$ cat config.mk
export PLATFORM = sky130hd
export DESIGN_NAME = clock_measure
export DESIGN_NICKNAME = d
export VERILOG_FILES = /design/src/rtl/clock_measure_pkg.sv /design/src/rtl/clock_measure_sync_edge_det.sv /design/src/rtl/clock_measure.sv
export SDC_FILE = /design/constraint.sdc
export NUM_CORES = 1
export LEC_CHECK = 0
export BUFFER_PORTS_ARGS = -buffer_cell sky130_fd_sc_hd__buf_2
export CAP_MARGIN = 20
export CORE_MARGIN = 1
export CORE_UTILIZATION = 34
export DETAILED_ROUTE_END_ITERATION = 10
export HOLD_SLACK_MARGIN = 0.03
export PLACE_DENSITY_LB_ADDON = 0.05
export SYNTH_ARGS = -nofsm -noshare
export SYNTH_HDL_FRONTEND = slang
export SYNTH_SLANG_ARGS = --single-unit
$ cat constraint.sdc
create_clock -name i_clk -period 10.1 [get_ports i_clk]
set_clock_uncertainty 0.2 [all_clocks]
set_input_delay 2.525 -clock i_clk [delete_from_list [all_inputs] [get_ports i_clk]]
set_output_delay 2.525 -clock i_clk [all_outputs]
set_load 0.03 [all_outputs]
$ cat src/rtl/clock_measure_pkg.sv
// clock_measure_pkg: shared defaults and FSM state encoding for the clock measurement block.
package clock_measure_pkg;
    localparam int CNT_W_DEF = 16;
    localparam int LOCK_MATCHES_DEF = 2;
    typedef enum logic [1:0] {
        IDLE      = 2'd0,
        WAIT_RISE = 2'd1,
        MEAS_HIGH = 2'd2,
        MEAS_LOW  = 2'd3
    } state_t;
endpackage

$ cat src/rtl/clock_measure_sync_edge_det.sv
// sync_edge_det: 2-flop synchronizer plus registered rise/fall detector.
module sync_edge_det (
    input  logic i_clk,
    input  logic i_rst_n,
    input  logic i_async,
    output logic o_level,
    output logic o_rise,
    output logic o_fall
);
    logic [1:0] sync;
    logic       level_d;
    logic [3:0] primed;
    // Edges are suppressed until every stage holds a real sample, so a slow clock
    // that is already high at reset release does not look like a fresh rise.
    always_ff @(posedge i_clk or negedge i_rst_n) begin
        if (!i_rst_n) begin
            sync    <= '0;
            o_level <= 1'b0;
            level_d <= 1'b0;
            primed  <= '0;
            o_rise  <= 1'b0;
            o_fall  <= 1'b0;
        end else begin
            sync    <= {sync[0], i_async};
            o_level <= sync[1];
            level_d <= o_level;
            primed  <= {primed[2:0], 1'b1};
            o_rise  <= primed[3] & o_level & ~level_d;
            o_fall  <= primed[3] & ~o_level & level_d;
        end
    end
endmodule

$ cat src/rtl/clock_measure.sv
// clock_measure: recovers the period, high and low phase lengths of a slow clock
// in fast-clock cycles, with lock and timeout indication.
module clock_measure
    import clock_measure_pkg::*;
#(
    parameter int CNT_W        = CNT_W_DEF,
    parameter int LOCK_MATCHES = LOCK_MATCHES_DEF
) (
    input  logic             i_clk,
    input  logic             i_rst_n,
    input  logic             i_slow_clk,
    input  logic             i_en,
    output logic [CNT_W-1:0] o_period,
    output logic [CNT_W-1:0] o_high_cnt,
    output logic [CNT_W-1:0] o_low_cnt,
    output logic             o_odd,
    output logic             o_valid,
    output logic             o_locked,
    output logic             o_timeout
);
    localparam int MW = $clog2(LOCK_MATCHES + 1);
    localparam logic [CNT_W-1:0] MAX = '1;
    localparam logic [CNT_W-1:0] ONE = CNT_W'(1);
    localparam logic [MW-1:0] LM = MW'(LOCK_MATCHES);

    state_t           state, state_n;
    logic [CNT_W-1:0] cnt, cnt_n, high, high_n, period_n;
    logic [CNT_W:0]   sum;
    logic [MW-1:0]    match, match_n;
    logic             rise, fall, unused_level, publish, expire;

    sync_edge_det u_sync (
        .i_clk   (i_clk),
        .i_rst_n (i_rst_n),
        .i_async (i_slow_clk),
        .o_level (unused_level),
        .o_rise  (rise),
        .o_fall  (fall)
    );

    assign sum      = {1'b0, high} + {1'b0, cnt};
    assign period_n = sum[CNT_W] ? MAX : sum[CNT_W-1:0];
    assign match_n  = (period_n != o_period) ? '0 : (match == LM ? LM : match + MW'(1));

    always_comb begin
        state_n = state;
        cnt_n   = cnt;
        high_n  = high;
        publish = 1'b0;
        expire  = 1'b0;
        if (!i_en) state_n = IDLE;
        else begin
            case (state)
                IDLE: begin
                    state_n = WAIT_RISE;
                    cnt_n   = '0;
                end
                WAIT_RISE: begin
                    if (rise) begin
                        cnt_n   = ONE;
                        state_n = MEAS_HIGH;
                    end else if (cnt == MAX) expire = 1'b1;
                    else cnt_n = cnt + ONE;
                end
                MEAS_HIGH: begin
                    if (fall) begin
                        high_n  = cnt;
                        cnt_n   = ONE;
                        state_n = MEAS_LOW;
                    end else if (cnt == MAX) begin
                        expire  = 1'b1;
                        state_n = WAIT_RISE;
                    end else cnt_n = cnt + ONE;
                end
                MEAS_LOW: begin
                    if (rise) begin
                        publish = 1'b1;
                        cnt_n   = ONE;
                        state_n = MEAS_HIGH;
                    end else if (cnt == MAX) begin
                        expire  = 1'b1;
                        state_n = WAIT_RISE;
                    end else cnt_n = cnt + ONE;
                end
                default: state_n = IDLE;
            endcase
        end
    end

    always_ff @(posedge i_clk or negedge i_rst_n) begin
        if (!i_rst_n) begin
            state      <= IDLE;
            cnt        <= '0;
            high       <= '0;
            match      <= '0;
            o_period   <= '0;
            o_high_cnt <= '0;
            o_low_cnt  <= '0;
            o_odd      <= 1'b0;
            o_valid    <= 1'b0;
            o_locked   <= 1'b0;
            o_timeout  <= 1'b0;
        end else begin
            state     <= state_n;
            cnt       <= cnt_n;
            high      <= high_n;
            o_valid   <= publish;
            o_timeout <= !publish && (expire || o_timeout);
            if (publish) begin
                o_period   <= period_n;
                o_high_cnt <= high;
                o_low_cnt  <= cnt;
                o_odd      <= period_n[0];
                match      <= match_n;
                o_locked   <= (match_n == LM);
            end else if (expire || !i_en) begin
                match    <= '0;
                o_locked <= 1'b0;
            end
        end
    end
endmodule
==> results.cfg <==
[synth]
post-synth-top-area-cell = dfrtp_1
yosys_most_used_dff = dfrtp_1
async_reset_ff_frac = 1.000
synth_edf_count = 0
synth_cell_types = 65
yosysWarnings = 0
ys_ff_latch = 97
synthTopCellsByArea = dfrtp_1 46%, nand2_1 10%, ha_1 4.3%
synth_top_area_frac = 0.4607
avgSynthCellArea_sq_um = 8.991
synthCells = 586
synth_nets = 609
yosysMostFrequentCell = nand2_1
netlist_area_sq_um = 5269
seq_area_frac_synth = 0.4607
synthTopCellsByCount = 145 x nand2_1, 97 x dfrtp_1, 39 x a21oi_1

[pwr]
p_per_area_nw_per_um2 = 142.4
switching_share = 0.2460
internal_power_mw = 0.6445
power_frac_clock = 0.444
irDropWorstVdd_v = 0.00007112
switchingPower_mw = 0.2103
leakage_nw = 3.044
pwr-share-seq = 0.480
pwr-share-comb = 0.076

[floorplan]
start_util = 0.3479
dieArea_sq_um = 16000
fp-row-count = 45
die_h_um = 126.5
die_w_um = 126.5
io_pins = 56
core_area_sq_um = 15150

[sta]
rsz0062_at_grt = no
fmax_mhz = 170.2
hold_viol = 0
tns_ps = 0
slew_violations = 0
min_period_ps = 5876
worstMarginPinSlew_ps = 879.3
setup-violations-final = 0
fin_crit_sh = 0.5818
max_slew_margin = 0.4121

[job]
drv_cap = 0

[cts]
cts_max_level = 3
worstSkewPairLatency_ps = 350
cts_resized = 0
cts_made_buffers = 9
cts-root-buf = clkbuf_16
clk_pin_slew_worst_paths_ps = 70
ctsHoldBuffers = 0
clkSinkCount = 97
clockBufferDepth = 2
cts_tree = done
cts_setup_buffers = 0

[global_route]
grt_pass1_wl_um = 22970
antenna_found_initial = 0
overflow = 0
grt_usage = 0.1850
grt_pass1_vias = 4316
grt_max_degree = 67

[critical_path]
worstPathRequired_ps = 10140
reg2reg_depth = 10
worst-setup-path-type = input pin to register
timing.reg2reg.setup_slack_ps = 6200
worstSetupEndpointType = register
r2r_end = match[1]
cp.arrival_ps = 5920
r2r_start = cnt[0]
path_max_fanout = 57
start_kind = input pin

[finish]
multi_input_area_sq_um = 2660
fillers = 1538
final_area_sq_um = 6005
fin_nets = 650
area_growth_pct = 13.96
stdcell_count = 820
drive_above_1_share = 0.1630
regArea_sq_um = 2427
num_antenna_cells = 0

[placement]
place_inst = 804
io_buffers = 55
place_area_sq_um = 5675
hpwl_um = 9922
place.gp.congestion = 0.8421

[routing]
finalWirelength_um = 13770
drc = 0
viasPerCell = 5.293
wl_per_cell_um = 16.80
dr.pass1.iters = 4
num_vias = 4340
ant_nets = 0
drt_iter0_drc = 214

[run_status]
status = completed

[min_path]
min_to = u_sync.primed[1]
hold_path.class = register to register
min_from = u_sync.primed[0]
hold_path_depth = 0
[flip-flops by register name, summed over array words and instances, names as in the netlist, 2 cells and up]
| name | flops |
|---|---|
| o_period | 16 |
| high | 16 |
| o_high_cnt | 16 |
| state | 2 |
| u_sync.sync | 2 |
| cnt | 16 |
| u_sync.primed | 4 |
| o_low_cnt | 16 |
| match | 2 |
[power groups by stage]
stage / Combinational [mW] / Sequential [mW] / Clock [mW]
floorplan: 0.0349 / 0.421 / 0
global placement: 0.0646 / 0.417 / 0
detailed placement: 0.0653 / 0.418 / 0
CTS: 0.0655 / 0.410 / 0.392
global route: 0.0735 / 0.412 / 0.405
finish: 0.0651 / 0.410 / 0.380
[worst max-delay path, cell delays in order]
cell,delay [ps]
buf_2,330
nand4_1,760
buf_4,510
inv_1,80
buf_4,450
o21ai_0,190
nor3_1,230
o2111a_1,220
o2111ai_1,170
o41ai_1,400
[per-layer routing]
metal,vias to the layer above,global-route usage,wire (um)
met4,0,0.08575,254
li1,2151,-,-
met3,13,0.02531,400
met2,85,0.2853,6133
met1,2091,0.2577,6984
met5,-,0,0
[per-stage QoR]
stage	power [mW]	utilization	setup slack, ps	hold WS [ps]
4_1_cts	0.8677	0.3964	4194	153.0
2_1_floorplan	0.4560	-	6064	131.2
3_3_place_gp	0.4818	0.3747	3979	132.7
3_5_place_dp	0.4830	0.3747	3815	136.2
6_report	0.8549	0.3964	4224	150.8
5_1_grt	0.8898	0.3964	3796	156.1
[cell usage in the layout, fill, tap and decap left out, types with 3 or more instances in the layout]
| master | n |
|---|---|
| nand2_1 | 145 |
| dfrtp_1 | 97 |
| buf_2 | 54 |
| a21oi_1 | 39 |
| nor2_1 | 34 |
| o21ai_0 | 34 |
| ha_1 | 18 |
| mux2_2 | 17 |
| nand3_1 | 15 |
| inv_1 | 14 |
| a31oi_1 | 10 |
| xor2_1 | 10 |
| clkbuf_16 | 9 |
| nor3_1 | 8 |
| a21o_1 | 8 |
| xnor2_1 | 8 |
| and3_1 | 8 |
| o211ai_1 | 7 |
| nand2b_1 | 6 |
| nand4_1 | 5 |
| o31ai_1 | 5 |
| and4_1 | 4 |
| a41oi_1 | 4 |
| nor2b_1 | 4 |
| a211oi_1 | 4 |
| buf_4 | 4 |
| or2_2 | 3 |
| a22o_1 | 3 |
| a32o_1 | 3 |
[worst max path at each step]
stage	slack, ps	end	cells after the start	from
floorplan	6060	match[0]	7	i_en
global placement	3980	match[1]	10	i_en
detailed placement	3810	match[1]	10	i_en
CTS	4190	match[1]	10	i_en
global route	3800	match[1]	10	i_en
finish	4220	match[1]	10	i_en
[cell type report]
cell class                 count  area share
tap                          188     0.03917
multi-input combinational    447      0.4430
inverter                      14    0.008752
timing repair buffer          58     0.05001
sequential                    97      0.4043
clock inverter                 6     0.01500
clock buffer                  10     0.03980
[cell families (layout without fill, tap and decap cells)]
group,after synthesis,after routing,synth area share
AO/OA/AOI/OAI,148,148,0.1857
adder cells (fa/ha/maj),19,19,0.04655
buffers and inverters,42,88,0.03443
AND/OR/NAND/NOR,243,243,0.2038
XOR/XNOR,18,18,0.02992
other,1,1,0.0007117
flip-flops,97,97,0.4607
multiplexers,18,18,0.03823
Power figures use the tool's default switching activity.
